### src/rtl/uart_packet_rx.sv
// Packet framer behind uart_rx: SYNC, LEN, payload, CHK -> buffered valid/ready payload stream.
// Optional saturating statistics counters are enabled with `define UART_PACKET_RX_STATS_EN.
module uart_packet_rx #(
  parameter logic [7:0]  SYNC_BYTE      = 8'hA5,
  parameter int unsigned MAX_LEN        = 16,
  parameter int unsigned TIMEOUT_CYCLES = 2000
) (
  input  logic        clk_in,
  input  logic        rst_in,
  input  logic [7:0]  byte_in,
  input  logic        byte_valid_in,
  output logic [7:0]  data_out,
  output logic        data_valid_out,
  input  logic        data_ready_in,
  output logic        data_last_out,
  output logic [7:0]  pkt_len_out,
  output logic        chk_err_out,
  output logic        timeout_out,
  output logic        drop_out,
  output logic        busy_out
`ifdef UART_PACKET_RX_STATS_EN
  ,
  output logic [15:0] good_cnt_out,
  output logic [15:0] chk_err_cnt_out,
  output logic [15:0] timeout_cnt_out
`endif
);

  localparam int unsigned IDX_W  = $clog2(MAX_LEN + 1);
  localparam int unsigned ADDR_W = (MAX_LEN > 1) ? $clog2(MAX_LEN) : 1;
  localparam int unsigned TMO_W  = $clog2(TIMEOUT_CYCLES + 1);
  localparam logic [7:0]       MAX_LEN_B = 8'(MAX_LEN);
  localparam logic [TMO_W-1:0] TMO_LAST  = TMO_W'(TIMEOUT_CYCLES - 1);

  typedef enum logic [2:0] {StHunt, StLen, StPayload, StCheck, StDrain} state_e;

  state_e           state_q, state_d;
  logic [7:0]       len_q, len_d;
  logic [7:0]       sum_q, sum_d;
  logic [IDX_W-1:0] wr_idx_q, wr_idx_d;
  logic [IDX_W-1:0] rd_idx_q, rd_idx_d;
  logic [TMO_W-1:0] tmo_q, tmo_d;
  logic             chk_err_q, chk_err_d;
  logic             timeout_q, timeout_d;
  logic             drop_q, drop_d;
  logic             wr_en;
  logic             good_evt;
  logic             tmo_run;
  logic             rd_last;
  logic [7:0]       mem_q [MAX_LEN];

  assign tmo_run = (state_q == StLen) || (state_q == StPayload) || (state_q == StCheck);
  assign rd_last = (8'(rd_idx_q) + 8'd1) == len_q;

  always_comb begin
    state_d   = state_q;
    len_d     = len_q;
    sum_d     = sum_q;
    wr_idx_d  = wr_idx_q;
    rd_idx_d  = rd_idx_q;
    tmo_d     = '0;
    chk_err_d = 1'b0;
    timeout_d = 1'b0;
    drop_d    = 1'b0;
    wr_en     = 1'b0;
    good_evt  = 1'b0;

    if (tmo_run) begin
      tmo_d = byte_valid_in ? '0 : tmo_q + TMO_W'(1);
    end

    unique case (state_q)
      StHunt: begin
        if (byte_valid_in && byte_in == SYNC_BYTE) begin
          state_d = StLen;
        end
      end
      StLen: begin
        if (byte_valid_in) begin
          if (byte_in != 8'd0 && byte_in <= MAX_LEN_B) begin
            len_d    = byte_in;
            sum_d    = byte_in;
            wr_idx_d = '0;
            state_d  = StPayload;
          end else begin
            state_d = StHunt;
          end
        end
      end
      StPayload: begin
        if (byte_valid_in) begin
          wr_en    = 1'b1;
          sum_d    = sum_q + byte_in;
          wr_idx_d = wr_idx_q + IDX_W'(1);
          if ((8'(wr_idx_q) + 8'd1) == len_q) begin
            state_d = StCheck;
          end
        end
      end
      StCheck: begin
        if (byte_valid_in) begin
          if (byte_in == sum_q) begin
            rd_idx_d = '0;
            good_evt = 1'b1;
            state_d  = StDrain;
          end else begin
            chk_err_d = 1'b1;
            state_d   = StHunt;
          end
        end
      end
      StDrain: begin
        // The parser stays deaf until the buffer is empty; stray bytes are only reported.
        drop_d = byte_valid_in;
        if (data_ready_in) begin
          if (rd_last) begin
            state_d = StHunt;
          end else begin
            rd_idx_d = rd_idx_q + IDX_W'(1);
          end
        end
      end
      default: state_d = StHunt;
    endcase

    // A byte landing on the expiry edge loses to the timeout.
    if (tmo_run && tmo_q == TMO_LAST) begin
      state_d   = StHunt;
      timeout_d = 1'b1;
      chk_err_d = 1'b0;
      good_evt  = 1'b0;
      wr_en     = 1'b0;
      tmo_d     = '0;
    end
  end

  always_ff @(posedge clk_in) begin
    if (rst_in) begin
      state_q   <= StHunt;
      len_q     <= '0;
      sum_q     <= '0;
      wr_idx_q  <= '0;
      rd_idx_q  <= '0;
      tmo_q     <= '0;
      chk_err_q <= 1'b0;
      timeout_q <= 1'b0;
      drop_q    <= 1'b0;
    end else begin
      state_q   <= state_d;
      len_q     <= len_d;
      sum_q     <= sum_d;
      wr_idx_q  <= wr_idx_d;
      rd_idx_q  <= rd_idx_d;
      tmo_q     <= tmo_d;
      chk_err_q <= chk_err_d;
      timeout_q <= timeout_d;
      drop_q    <= drop_d;
    end
  end

  // Payload storage carries no reset; it is only read back after being fully written.
  always_ff @(posedge clk_in) begin
    if (wr_en) begin
      mem_q[wr_idx_q[ADDR_W-1:0]] <= byte_in;
    end
  end

  assign busy_out       = state_q != StHunt;
  assign data_valid_out = state_q == StDrain;
  assign data_out       = data_valid_out ? mem_q[rd_idx_q[ADDR_W-1:0]] : 8'h00;
  assign data_last_out  = data_valid_out && rd_last;
  assign pkt_len_out    = data_valid_out ? len_q : 8'h00;
  assign chk_err_out    = chk_err_q;
  assign timeout_out    = timeout_q;
  assign drop_out       = drop_q;

`ifdef UART_PACKET_RX_STATS_EN
  logic [15:0] good_cnt_q, chk_err_cnt_q, timeout_cnt_q;

  always_ff @(posedge clk_in) begin
    if (rst_in) begin
      good_cnt_q    <= '0;
      chk_err_cnt_q <= '0;
      timeout_cnt_q <= '0;
    end else begin
      if (good_evt && good_cnt_q != 16'hFFFF) begin
        good_cnt_q <= good_cnt_q + 16'd1;
      end
      if (chk_err_d && chk_err_cnt_q != 16'hFFFF) begin
        chk_err_cnt_q <= chk_err_cnt_q + 16'd1;
      end
      if (timeout_d && timeout_cnt_q != 16'hFFFF) begin
        timeout_cnt_q <= timeout_cnt_q + 16'd1;
      end
    end
  end

  assign good_cnt_out    = good_cnt_q;
  assign chk_err_cnt_out = chk_err_cnt_q;
  assign timeout_cnt_out = timeout_cnt_q;
`endif

endmodule
### config.mk
export PLATFORM = sky130hd
export DESIGN_NAME = uart_packet_rx
export DESIGN_NICKNAME = d
export VERILOG_FILES = /design/src/rtl/uart_packet_rx.sv
export SDC_FILE = /design/constraint.sdc
export NUM_CORES = 1
export LEC_CHECK = 0
export BUFFER_PORTS_ARGS = -buffer_cell sky130_fd_sc_hd__buf_2
export CAP_MARGIN = 20
export CORE_ASPECT_RATIO = 1.1
export CORE_MARGIN = 5
export CORE_UTILIZATION = 35
export CTS_CLUSTER_SIZE = 28
export DETAILED_ROUTE_END_ITERATION = 16
export SYNTH_ARGS = -nofsm -noshare
export SYNTH_HDL_FRONTEND = slang
export SYNTH_SLANG_ARGS = --single-unit
### constraint.sdc
create_clock -name clk_in -period 4.12 [get_ports clk_in]
set_clock_uncertainty 0.2 [all_clocks]
set_input_delay 0.206 -clock clk_in [delete_from_list [all_inputs] [get_ports clk_in]]
set_output_delay 0.206 -clock clk_in [all_outputs]
set_load 0.01 [all_outputs]
==> impl_results.md <==
- Area delta synth->final: 13.63%
- VDD IR max: 0.0002555 V
- Most area-hungry cell type in the Yosys netlist: edfxtp_1
- Vias in the first global route: 4787
- Synthesized area per cell: 14.37 µm²
- Vias: 4630
- Hpwl dp: 11720 µm
- Initial Util: 35.78%
- Starting DRT DRC Count: 359
- Clock Sinks: 175
- Setup TNS: 0 ns
- Register area share after synthesis: 62.36%
- Core Box Area: 0.02144 mm²
- Startpoint types: register
- Status: finished, final reports clean
- Longest Clk Path Bufs: 2
- Worst slack, placed: 1.231 ns
- Post-route minimum period: 3.186 ns
- Upper clock frequency limit: 313.9 MHz
- Cell Pwr Density: 394.1 mW/mm²
- Global placer's final weighted congestion: 0.8245
- Ys Warns: 0
- #FFs+latches synth: 175
- Critical path peak fanout: 21
- Final worst-path cycle share: 77.33%
- Layout Cell Area excl Fill: 0.008718 mm²
- Initial antenna violation count: 0
- Placement-stage cell area: 0.008157 mm²
- Clk_lat worst skew: 0.42 ns
- Syn Std Cell Area: 0.007672 mm²
- TritonCTS clock tree: done
- DRC viols: 0
- Final #Nets: 595
- Hold/Removal Path Class: input port to register
- Setup violators final: 0
- Synth area leaders: edfxtp_1 (50%), dfxtp_1 (12%), mux4_2 (12%)
- Setup CP Type: register to primary output
- Post-route setup slack: 0.9342 ns
- Leakage power total: 2.825 nW
- Clock buffers created by TritonCTS: 17
- H-tree Lvls: 4
- Rel. slew slack: 44.59%
- MaxCap Viol Count: 0
- Setup bufs post-CTS: 0
- Drt total wl: 17460 µm
- Routed len/inst: 20.07 µm
- Number of flops mapped to enable cells by yosys: 128
- Port Buf Inserts: 33
- Worst Tran Pin Value: 0.8294 ns
- Gate Count Post-Synth: 534
- Site Rows: 56
- Ant. Diodes: 0
- Netlist cell types: 59
- Remaining global-route overflow: 0
- Critical path arrival: 2.78 ns
- Prevailing post-synth register cell: edfxtp_1
- First-pass GRT wire length: 27520 µm
- Post-synth top area share: 50.10%
- Share of layout cells above drive strength 1: 19.66%
- Final ANT Viol Nets: 0
- Clk root buf: clkbuf_16
- RSZ-0062 raised after global routing: no
- TritonRoute pass-1 iters: 5
- Reg clk slew, reported paths: 0.07 ns
- Die Span Y: 165.3 µm
- Origin of the critical flop-to-flop path: state_q[2]
- DIE WIDTH: 151.2 µm
- GRT Total Usage: 14.72%
- Vias per Instance: 5.322
- Worst EP required: 3.71 ns
- Die area: 0.02499 mm²
- Largest net degree at the start of global routing: 40
- CP Capture Type: primary output
- Worst hold start: byte_in[2]
- Async set-reset flop share out of synthesis: 0%
- Max Slew Vio Count: 0
- Final hold viol count: 0
- I/O pin total: 34
- Syn nets: 560
-- worst max-delay path, cell delays in order, from the launching register on --
cell and delay [ns]:
dfxtp_1 0.75, buf_4 0.43, mux4_2 0.36, mux4_2 0.49
and2_1 0.18, buf_2 0.14
-- where the power goes --
group | internal (W) | leakage, nW | switching, W
logic | 0.0000133 | 1.04 | 0.0000477
registers | 0.00189 | 1.53 | 0.000000118
clock network | 0.000830 | 0.256 | 0.000659
total | 0.00273 | 2.83 | 0.000707
-- final cells by class --
type                            instances  area (µm²)
Fill cell                            2014       12720
Sequential cell                       175        4786
Multi-Input combinational cell        319        2725
Clock buffer                           18       429.2
Tap cell                              290       362.8
Timing Repair Buffer                   42       250.2
Clock inverter                         12       112.6
Inverter                               14       52.55
-- path summary, 6_finish.rpt --
| path | end | slack, ns | depth (start not counted) |
|---|---|---|---|
| max | data_out[7] | 0.93 | 5 |
| min | mem_q[9][2] | 0.04 | 1 |
| max reg2reg | mem_q[11][5] | 1.20 | 5 |
| min reg2reg | tmo_q[0] | 0.28 | 1 |
-- synthesized netlist by cell type (11+ instances only) --
library cell    n
nand3_1        15
xnor2_1        14
nor3_1         14
nand2b_1       12
clkbuf_1       17
and2_1         15
mux4_2         40
dfxtp_1        47
a21oi_1        11
o21ai_0        13
and3_1         11
edfxtp_1      128
nand2_1        16
inv_1          14
nor2_1         52
ha_1           13
-- flip-flops by register name, summed over array words and instances, names as in the netlist, named ones only --
name,cells
state_q,3
mem_q,128
wr_idx_q,5
len_q,8
tmo_q,11
drop_out,1
chk_err_out,1
timeout_out,1
sum_q,8
rd_idx_q,5
-- timing repair --
| item | CTS | global route |
|---|---|---|
| hold endpoints to repair | 4 | 0 |
| hold buffers | 2 | 0 |
| resized for setup | 0 | 0 |
-- per-stage QoR --
step | total power, W | hold WS, ns | instances | utilization, %
floorplan | 0.001945 | 0.1049 | 534 | -
detailed placement | 0.001985 | 0.2694 | 838 | 38.04
CTS | 0.003470 | 0.03948 | 870 | 40.66
finish | 0.003436 | 0.04491 | 870 | 40.66
global placement | 0.001983 | 0.2424 | 838 | 38.04
global route | 0.003555 | 0.04228 | 870 | 40.66
-- layout by cell type, fill, tap and decap left out, types with 3 or more instances in the layout --
| cell | instances |
|---|---|
| buf_4 | 6 |
| xnor2_1 | 14 |
| mux2i_1 | 8 |
| ha_1 | 13 |
| nor3b_1 | 6 |
| a211oi_1 | 6 |
| o211ai_1 | 3 |
| nand4b_1 | 3 |
| inv_1 | 14 |
| a21oi_1 | 11 |
| mux4_2 | 40 |
| clkbuf_16 | 17 |
| nor3_1 | 14 |
| o21ai_0 | 13 |
| nand3_1 | 15 |
| a31oi_1 | 4 |
| or3_1 | 5 |
| nand2_1 | 16 |
| inv_6 | 3 |
| edfxtp_1 | 128 |
| and3_1 | 11 |
| nand2b_1 | 12 |
| nor4_1 | 6 |
| and2_1 | 15 |
| buf_2 | 33 |
| nor2b_1 | 5 |
| dfxtp_1 | 46 |
| xor2_1 | 8 |
| nor2_1 | 52 |
-- per-layer routing --
| layer | vias up | routed length, µm | GRT usage, % |
|---|---|---|---|
| li1 | 2129 | - | - |
| met1 | 2340 | 7644 | 19.18 |
| met2 | 147 | 8644 | 24.85 |
| met3 | 14 | 1008 | 3.439 |
| met4 | 0 | 164 | 3.792 |
| met5 | - | 0 | 0 |
-- kinds of logic (layout without fill, tap and decap cells) --
group / Yosys count / count (layout) / share of synthesized area [%]
adders and majority gates: 14 / 14 / 2.381
xor gates and xnor gates: 22 / 22 / 2.511
buffers and inverters: 40 / 86 / 2.120
and+or+nand+nor: 172 / 172 / 11.86
DFF: 175 / 175 / 62.36
muxes: 49 / 49 / 12.98
AOI/OAI and AO/OA: 62 / 62 / 5.789
Note: power is estimated with default switching activity, not from simulation.
